### src/rtl/uart_pkg.sv
// Shared UART definitions: default word width and the feeder state encoding.
package uart_pkg;

   localparam int UART_DATA_WIDTH = 8;

   typedef enum logic [1:0] {
      IDLE      = 2'b00,
      ISSUE     = 2'b01,
      WAIT_ACK  = 2'b10,
      WAIT_DONE = 2'b11
   } feeder_state_e;

endpackage

### src/rtl/sync_fifo.sv
// Single-clock FIFO with registered full/empty, entry count and sticky overflow.
// rd_data always shows the head entry; rd_en advances past it.
module sync_fifo
   import uart_pkg::*;
#(
   parameter int DATA_WIDTH = UART_DATA_WIDTH,
   parameter int DEPTH      = 8
) (
   input  logic                    clk,
   input  logic                    rst,
   input  logic                    wr_en,
   input  logic [DATA_WIDTH-1:0]   wr_data,
   input  logic                    rd_en,
   output logic [DATA_WIDTH-1:0]   rd_data,
   output logic                    full,
   output logic                    empty,
   output logic [$clog2(DEPTH):0]  count,
   output logic                    overflow
);

   localparam int AW = $clog2(DEPTH);
   localparam logic [AW:0]   CNT_ONE  = (AW+1)'(1);
   localparam logic [AW:0]   CNT_FULL = (AW+1)'(DEPTH);
   localparam logic [AW-1:0] PTR_ONE  = AW'(1);

   logic [DATA_WIDTH-1:0] mem [DEPTH];
   logic [AW-1:0]         wr_ptr;
   logic [AW-1:0]         rd_ptr;
   logic [AW:0]           count_nxt;
   logic                  wr_acc;
   logic                  rd_acc;

   assign wr_acc  = wr_en & ~full;
   assign rd_acc  = rd_en & ~empty;
   assign rd_data = mem[rd_ptr];

   always_comb begin
      count_nxt = count;
      if (wr_acc && !rd_acc) begin
         count_nxt = count + CNT_ONE;
      end else if (rd_acc && !wr_acc) begin
         count_nxt = count - CNT_ONE;
      end
   end

   // Flags are registered from the next count so they line up with count itself.
   always_ff @(posedge clk) begin
      if (rst) begin
         wr_ptr   <= '0;
         rd_ptr   <= '0;
         count    <= '0;
         full     <= 1'b0;
         empty    <= 1'b1;
         overflow <= 1'b0;
      end else begin
         if (wr_acc) wr_ptr <= wr_ptr + PTR_ONE;
         if (rd_acc) rd_ptr <= rd_ptr + PTR_ONE;
         count <= count_nxt;
         full  <= (count_nxt == CNT_FULL);
         empty <= (count_nxt == '0);
         if (wr_en && full) overflow <= 1'b1;
      end
   end

   always_ff @(posedge clk) begin
      if (wr_acc) mem[wr_ptr] <= wr_data;
   end

endmodule

### src/rtl/uart_tx_feeder.sv
// Feeds buffered host bytes to the UART transmitter, one word in flight at a time.
//   state     | meaning
//   IDLE      | wait for a queued word and an idle transmitter, then pop it
//   ISSUE     | tx_data_valid high for this single cycle
//   WAIT_ACK  | wait for the transmitter to raise busy
//   WAIT_DONE | wait for busy to fall, ending the frame
module uart_tx_feeder
   import uart_pkg::*;
#(
   parameter int DATA_WIDTH = UART_DATA_WIDTH,
   parameter int DEPTH      = 8
) (
   input  logic                    clk,
   input  logic                    rst,
   input  logic                    wr_en,
   input  logic [DATA_WIDTH-1:0]   wr_data,
   output logic                    full,
   output logic                    empty,
   output logic [$clog2(DEPTH):0]  count,
   output logic                    overflow,
   input  logic                    tx_busy,
   output logic [DATA_WIDTH-1:0]   tx_data,
   output logic                    tx_data_valid
);

   feeder_state_e         state;
   feeder_state_e         state_nxt;
   logic                  pop;
   logic [DATA_WIDTH-1:0] head;

   sync_fifo #(
      .DATA_WIDTH (DATA_WIDTH),
      .DEPTH      (DEPTH)
   ) u_fifo (
      .clk      (clk),
      .rst      (rst),
      .wr_en    (wr_en),
      .wr_data  (wr_data),
      .rd_en    (pop),
      .rd_data  (head),
      .full     (full),
      .empty    (empty),
      .count    (count),
      .overflow (overflow)
   );

   always_ff @(posedge clk) begin
      if (rst) state <= IDLE;
      else     state <= state_nxt;
   end

   always_ff @(posedge clk) begin
      if (rst)      tx_data <= '0;
      else if (pop) tx_data <= head;
   end

   always_comb begin
      state_nxt = state;
      pop       = 1'b0;
      case (state)
         IDLE: begin
            if (!empty && !tx_busy) begin
               pop       = 1'b1;
               state_nxt = ISSUE;
            end
         end
         ISSUE:     state_nxt = WAIT_ACK;
         WAIT_ACK:  if (tx_busy)  state_nxt = WAIT_DONE;
         WAIT_DONE: if (!tx_busy) state_nxt = IDLE;
         default:   state_nxt = IDLE;
      endcase
   end

   assign tx_data_valid = (state == ISSUE);

endmodule

### config.mk
export PLATFORM = sky130hd
export DESIGN_NAME = uart_tx_feeder
export DESIGN_NICKNAME = d
export VERILOG_FILES = /design/src/rtl/uart_pkg.sv /design/src/rtl/sync_fifo.sv /design/src/rtl/uart_tx_feeder.sv
export SDC_FILE = /design/constraint.sdc
export NUM_CORES = 1
export LEC_CHECK = 0
export BUFFER_PORTS_ARGS = -buffer_cell sky130_fd_sc_hd__buf_2
export CAP_MARGIN = 10
export CORE_MARGIN = 4
export CORE_UTILIZATION = 53
export CTS_CLUSTER_SIZE = 16
export DETAILED_ROUTE_END_ITERATION = 16
export PLACE_DENSITY = 0.74
export SYNTH_ARGS = -nofsm -noshare
export SYNTH_HDL_FRONTEND = slang
export SYNTH_HIERARCHICAL = 1
export SYNTH_SLANG_ARGS = --single-unit
### constraint.sdc
create_clock -name clk -period 2.1 [get_ports clk]
set_input_delay 0.105 -clock clk [delete_from_list [all_inputs] [get_ports clk]]
set_output_delay 0.105 -clock clk [all_outputs]
set_load 0.03 [all_outputs]
==> key figures, run 1 <==
Yosys
  – Synthesis Warnings: 6
  – Synthesized area: 3670 µm²
  – Avg Cell Area, Syn: 16.4 µm²
  – Yosys reg bits: 90
  – Syn Nets: 245
  – Mapped Cells: 224
  – Yosys cell types: 39
  – Post-synthesis sequential area ratio: 0.665

Routing
  – DRC Markers: 0
  – DR WL/cell: 17.6 µm
  – Drt pass-1 iters: 6
  – DR iter-0 viols: 140
  – Via count: 2001
  – Final wirelength: 6.32 mm
  – Post-detailed-route count of antenna-violating nets: 0
  – Vias per cell: 5.57

Placement
  – Inst Count DP: 334
  – Placer Congestion: 0.789
  – Pre-CTS setup slack: 0.0710 ns
  – Input/output buffers: 27
  – DP Wirelength: 4.04 mm

Hold path
  – Hold EP: u_fifo/mem[5][0]
  – Hold crit path type: in2reg
  – Hold_sp: wr_data[0]
  – Hold Path Depth: 1

Layout
  – Layout Nets: 295
  – Antenna Cells: 0
  – FF+latch area: 2440 µm²
  – Finished Layout Cells: 359
  – Area occupied by multi-input gates: 1170 µm²
  – Commonest cells after routing, fill and taps aside: edfxtp_1 (64), buf_2 (27), dfxtp_1 (26)
  – Fillcell total: 491
  – Layout area overhead: 16.0%
  – Share of cells above drive strength 1: 0.262
  – Most common cell after layout, fill and taps aside: edfxtp_1

Power
  – Peak supply drop: 0.000545 V
  – Leak: 1.56 nW
  – PwrDens: 915 nW/µm²

Global route
  – Vias in the first global route: 1954
  – GR Util All Layers: 0.164
  – First-pass GRT wire length: 10.3 mm
  – Total congestion overflow: 0
  – Largest net degree at the start of global routing: 25
  – Initial antenna violation count: 0

Floorplanning
  – Initial Utilization: 0.544
  – Core Area: 6760 µm²
  – Horiz. Die Dim: 91.3 µm
  – Die Height: 91.3 µm
  – Die Area: 8330 µm²
  – Ports: 28
  – Row cnt: 30

Timing
  – Slew @ Worst Pin: 0.470 ns
  – Fmax: 516 MHz
  – Final hold violations: 0
  – Relative slew margins: 0.686
  – Tcrit/Tclk final: 0.924
  – Final setup fails: 0
  – Setup TNS: 0 ns
  – Min setup slack post-route: 0.160 ns
  – Max Slew Vio Count: 0
  – Worst Skew: 0.0136 ns
  – Min cycle time layout: 1.94 ns

Setup path
  – Worst setup SP type: register
  – Worst Path Max Fanout: 5
  – Reg2Reg Setup Slack: 0.16 ns
  – Type of the worst setup path: reg2reg
  – Arrival time worst endpoint: 2.20 ns
  – Path depth of the worst reg2reg path: 8
  – FF-to-FF End: u_fifo/full
  – Crit end category: register
  – Critical path data required time: 2.36 ns
  – FF-to-FF Start: state[0]

Clock tree
  – Clock tree buffer depth: 2
  – Clk_lat worst skew: 0.36 ns
  – CTS tree: built
  – CTS clk-pin slew, worst paths: 0.09 ns
  – Total CTS buffers: 9
  – CTS Root Cell: clkbuf_8
  – CTS sink count: 90
  – Htree depth: 3

Flow run
  – Max cap viols: 0

Status
  – Status: completed
-- routing by layer --
layer	vias up	track usage	routed length (µm)
li1	957	-	-
met1	981	0.227	2810
met2	50	0.248	3100
met3	13	0.0447	287
met4	0	0.0666	124
met5	-	0	0
-- power by group --
group / leakage, nW / switching [W] / internal (W)
clock network: 0.109 / 0.000652 / 0.000582
logic: 0.655 / 0.000344 / 0.000281
registers: 0.793 / 0.0000594 / 0.00198
-- kinds of logic after synthesis --
family          after synthesis  synth area share
simple gates                 55            0.0691
xor+xnor                      6            0.0143
flops                        90             0.665
mux                          34             0.166
buf+inv                      13            0.0204
fa+ha+maj                     9            0.0306
compound gates               17            0.0344
-- worst max-delay path by stage --
stage / slack [ns] / to / depth (start not counted) / startpoint
2_1_floorplan: 0.13 / u_fifo/full / 9 / state[0]
3_3_place_gp: 0.18 / u_fifo/full / 8 / state[0]
6_report: 0.16 / u_fifo/full / 8 / state[0]
3_5_place_dp: 0.07 / u_fifo/full / 8 / state[0]
4_1_cts: 0.03 / u_fifo/empty / 8 / state[0]
5_1_grt: -0.09 / u_fifo/full / 8 / state[0]
-- layout make-up --
class                      count  share of cell area
clock buffer                   9              0.0291
clock inverter                 7              0.0217
inverter                       5             0.00440
multi-input combinational    121               0.275
sequential                    90               0.573
tap                           80              0.0235
timing repair buffer          47              0.0734
-- sequential cells by signal (all words and copies together), names as in the netlist, named ones only --
name,cells
state,2
u_fifo/empty,1
u_fifo/count,4
u_fifo/mem,64
u_fifo/wr_ptr,3
tx_data,8
u_fifo/overflow,1
u_fifo/full,1
u_fifo/rd_ptr,3
-- cells in the mapped netlist, drive strengths merged --
cell type,number,area [µm²]
edfxtp,64,1920
dfxtp,26,521
nor2,24,92.6
mux4,16,420
nand2,13,48.8
ha,9,113
mux2,9,101
mux2i,9,90.1
nand2b,8,50.1
a21oi,5,25.0
buf,5,45.0
inv,5,18.8
clkbuf,3,11.3
nor3,3,15.0
xnor2,3,26.3
xor2,3,26.3
a22oi,2,20.0
and2b,2,16.3
o21ai,2,10.0
a211oi,1,7.51
a21o,1,8.76
a221oi,1,15.0
a311oi,1,8.76
a31oi,1,6.26
and2,1,6.26
and3,1,6.26
nand3,1,5.00
nor3b,1,7.51
nor4,1,6.26
o22ai,1,6.26
o31ai,1,7.51
o32a,1,11.3
-- critical path, cell delays in order (launching register included) --
cell	delay, ns
dfxtp_1	0.34
inv_1	0.13
ha_1	0.21
nor3b_4	0.23
and2b_2	0.23
nor2_2	0.06
a22oi_1	0.22
xnor2_1	0.13
nor4_1	0.29
-- metrics by stage --
step / utilization / power [W] / hold WS [ns] / instance area [µm²]
floorplan: - / 0.00253 / 0.177 / 3670
global placement: 0.584 / 0.00266 / 0.363 / 3950
detailed placement: 0.584 / 0.00268 / 0.373 / 3950
CTS: 0.625 / 0.00392 / 0.00188 / 4230
global route: 0.631 / 0.00410 / 0.0188 / 4260
finish: 0.631 / 0.00390 / 0.0157 / 4260
-- repair_timing --
action                                 4_1_cts  5_1_grt
hold buffers                                 6        0
buffers inserted                             0        3
gates resized for setup                      0        3
setup endpoints to repair                    0        4
endpoints found under the hold margin       34        0
Note: power is estimated with default switching activity, not from simulation.
==> run 2: changes to the inputs <==
--- a/config.mk
+++ b/config.mk
@@ -7,11 +7,11 @@
 export LEC_CHECK = 0
 export BUFFER_PORTS_ARGS = -buffer_cell sky130_fd_sc_hd__buf_2
 export CAP_MARGIN = 10
-export CORE_MARGIN = 4
+export CORE_MARGIN = 1.5
 export CORE_UTILIZATION = 53
 export CTS_CLUSTER_SIZE = 16
 export DETAILED_ROUTE_END_ITERATION = 16
-export PLACE_DENSITY = 0.74
+export PLACE_DENSITY_LB_ADDON = 0.25
 export SYNTH_ARGS = -nofsm -noshare
 export SYNTH_HDL_FRONTEND = slang
 export SYNTH_HIERARCHICAL = 1
==> run 2 against run 1 <==
Die area fell by 11%; critical path type unchanged; routed wire length about the same; setup slack better by 0.020 ns; final cell count decreased by 1.1%; global-route usage is 1.9 points higher; total power down 1.7%; highest routed layer unchanged; sequential power about the same; via count shrank 1.7%.
==> key figures, run 2 (synthesized netlist as in run 1, its figures left out) <==
Status
  – Status: completed

Timing
  – Setup TNS: 0 ns (unchanged)
  – Fmax: 521 MHz (+1.1%)
  – Max Slew Vio Count: 0 (unchanged)
  – Tcrit/Tclk final: 0.914 (-0.00974)
  – Final hold violations: 0 (unchanged)
  – Relative slew margins: 0.697 (+0.0107)
  – Min Hold Slack: 0.00846 ns (-0.00720 ns)
  – Min cycle time layout: 1.92 ns (-0.0205 ns)
  – Min setup slack post-route: 0.181 ns (+0.0205 ns)
  – Final setup fails: 0 (unchanged)
  – Worst Skew: 0.0148 ns (+0.00121 ns)
  – Slew @ Worst Pin: 0.454 ns (-0.0160 ns)

Floorplanning
  – Ports: 28 (unchanged)
  – Die Area: 7440 µm² (-11%)
  – Horiz. Die Dim: 86.3 µm (-5.5%)
  – Die Height: 86.3 µm (-5.5%)
  – Core Area: 6760 µm² (unchanged)
  – Initial Utilization: 0.544 (unchanged)
  – Row cnt: 30 (unchanged)

Routing
  – Final wirelength: 6.32 mm (about the same)
  – Met2 routed WL: 3.09 mm (-0.32%)
  – DR WL/cell: 17.8 µm (+1.0%)
  – Drt pass-1 iters: 4 (-2)
  – Post-detailed-route count of antenna-violating nets: 0 (unchanged)
  – M1 wire length: 2.86 mm (+1.8%)
  – Vias per cell: 5.54 (-0.64%)
  – Met3 WL: 301 µm (+4.9%)
  – DRC Markers: 0 (unchanged)
  – Via count: 1966 (-1.7%)
  – Top layer used by detailed routing: met4
  – DR iter-0 viols: 137 (-2.1%)

Flow run
  – Max cap viols: 0 (unchanged)

Layout
  – Register with the highest flop count: u_fifo/mem
  – Share of cells above drive strength 1: 0.258 (-0.00347)
  – Antenna Cells: 0 (unchanged)
  – Most common cell after layout, fill and taps aside: edfxtp_1
  – Layout Nets: 291 (-1.4%)
  – Max reg flops: 64 (unchanged)
  – Layout area overhead: 14.6%
  – Commonest cells after routing, fill and taps aside: edfxtp_1 (64), buf_2 (27), dfxtp_1 (26)
  – Regs by FF count: u_fifo/mem x64, tx_data x8, u_fifo/count x4

Clock tree
  – CTS sink count: 90 (unchanged)
  – CTS Root Cell: clkbuf_8
  – Htree depth: 3 (unchanged)
  – CTS tree: built
  – CTS clk-pin slew, worst paths: 0.11 ns (+0.02 ns)
  – Clock tree buffer depth: 2 (unchanged)
  – Clk_lat worst skew: 0.36 ns (about the same)
  – Total CTS buffers: 9 (unchanged)

Global route
  – Largest net degree at the start of global routing: 25 (unchanged)
  – GR Util All Layers: 0.183 (+0.0188)
  – Vias in the first global route: 1914 (-2.0%)
  – First-pass GRT wire length: 9.77 mm (-5.4%)
  – Initial antenna violation count: 0 (unchanged)
  – Total congestion overflow: 0 (unchanged)

Setup path
  – Type of the worst setup path: reg2reg
  – Arrival time worst endpoint: 2.19 ns (about the same)
  – Critical path data required time: 2.37 ns (about the same)
  – Crit end category: register
  – Worst Path Max Fanout: 5 (unchanged)
  – Worst setup SP type: register

Placement
  – Pre-CTS setup slack: 0.119 ns (+0.0483 ns)
  – Input/output buffers: 27 (unchanged)
  – DP Wirelength: 4.08 mm (+0.91%)
  – Placer Congestion: 0.761 (-3.5%)

Power
  – Peak supply drop: 0.000543 V (-0.27%)
  – Leak: 1.53 nW (-1.7%)
  – PwrDens: 910 nW/µm² (-0.52%)

Hold path
  – Hold crit path type: in2reg
[run 2: cell types whose count changed in the layout (fill, tap and decap cells not counted), sizes merged]
cell	delta
bufinv	-1
dlygate4sd3	-2
clkinv	+1
buf	-2
[run 2: worst paths after layout]
kind	start	to	slack [ns]	depth (start not counted)
setup reg to reg	state[1]	u_fifo/full	0.18	8
hold / removal	wr_data[1]	u_fifo/mem[6][1]	0.008	1
hold reg to reg	u_fifo/overflow	u_fifo/overflow	0.47	2
setup / recovery	state[1]	u_fifo/full	0.18	8
[run 2: layer usage]
metal | vias up | global-route usage
li1 | 951 | -
met3 | 7 | 0.0514
met4 | 0 | 0.0674
met1 | 965 | 0.240
met2 | 43 | 0.295
met5 | - | 0
[run 2: per-stage QoR]
step                area [µm²]  std cells  total power, W   util
floorplan                 3670        224         0.00253      -
global placement          3950        334         0.00267  0.585
detailed placement        3950        334         0.00269  0.585
CTS                       4190        354         0.00385  0.621
global route              4210        355         0.00400  0.623
finish                    4210        355         0.00383  0.623
[run 2: timing repair]
action                                 CTS  global route
setup endpoints to repair                0             3
hold buffers                             4             0
endpoints found under the hold margin   24             0
gates resized for setup                  0             2
buffers inserted                         0             1
[run 2: report_power, final]
group / leakage (nW) / internal, W / switching (W)
clock network: 0.103 / 0.000473 / 0.000695
registers: 0.793 / 0.00198 / 0.0000634
logic: 0.636 / 0.000275 / 0.000346
[run 2: worst max-delay path, stage by stage (launching register included)]
cell	delay, ns
dfxtp_1	0.41
inv_1	0.10
ha_1	0.23
nor3b_4	0.17
and2b_2	0.24
nor2_2	0.14
a22oi_2	0.09
xor2_1	0.17
nor4_1	0.27
[run 2: final cells by class]
cell class / instances / area (µm²)
multi-input combinational: 121 / 1170
timing repair buffer: 43 / 278
tap: 80 / 100
inverter: 5 / 18.8
clock inverter: 7 / 76.3
sequential: 90 / 2440
fill: 517 / 2550
clock buffer: 9 / 124
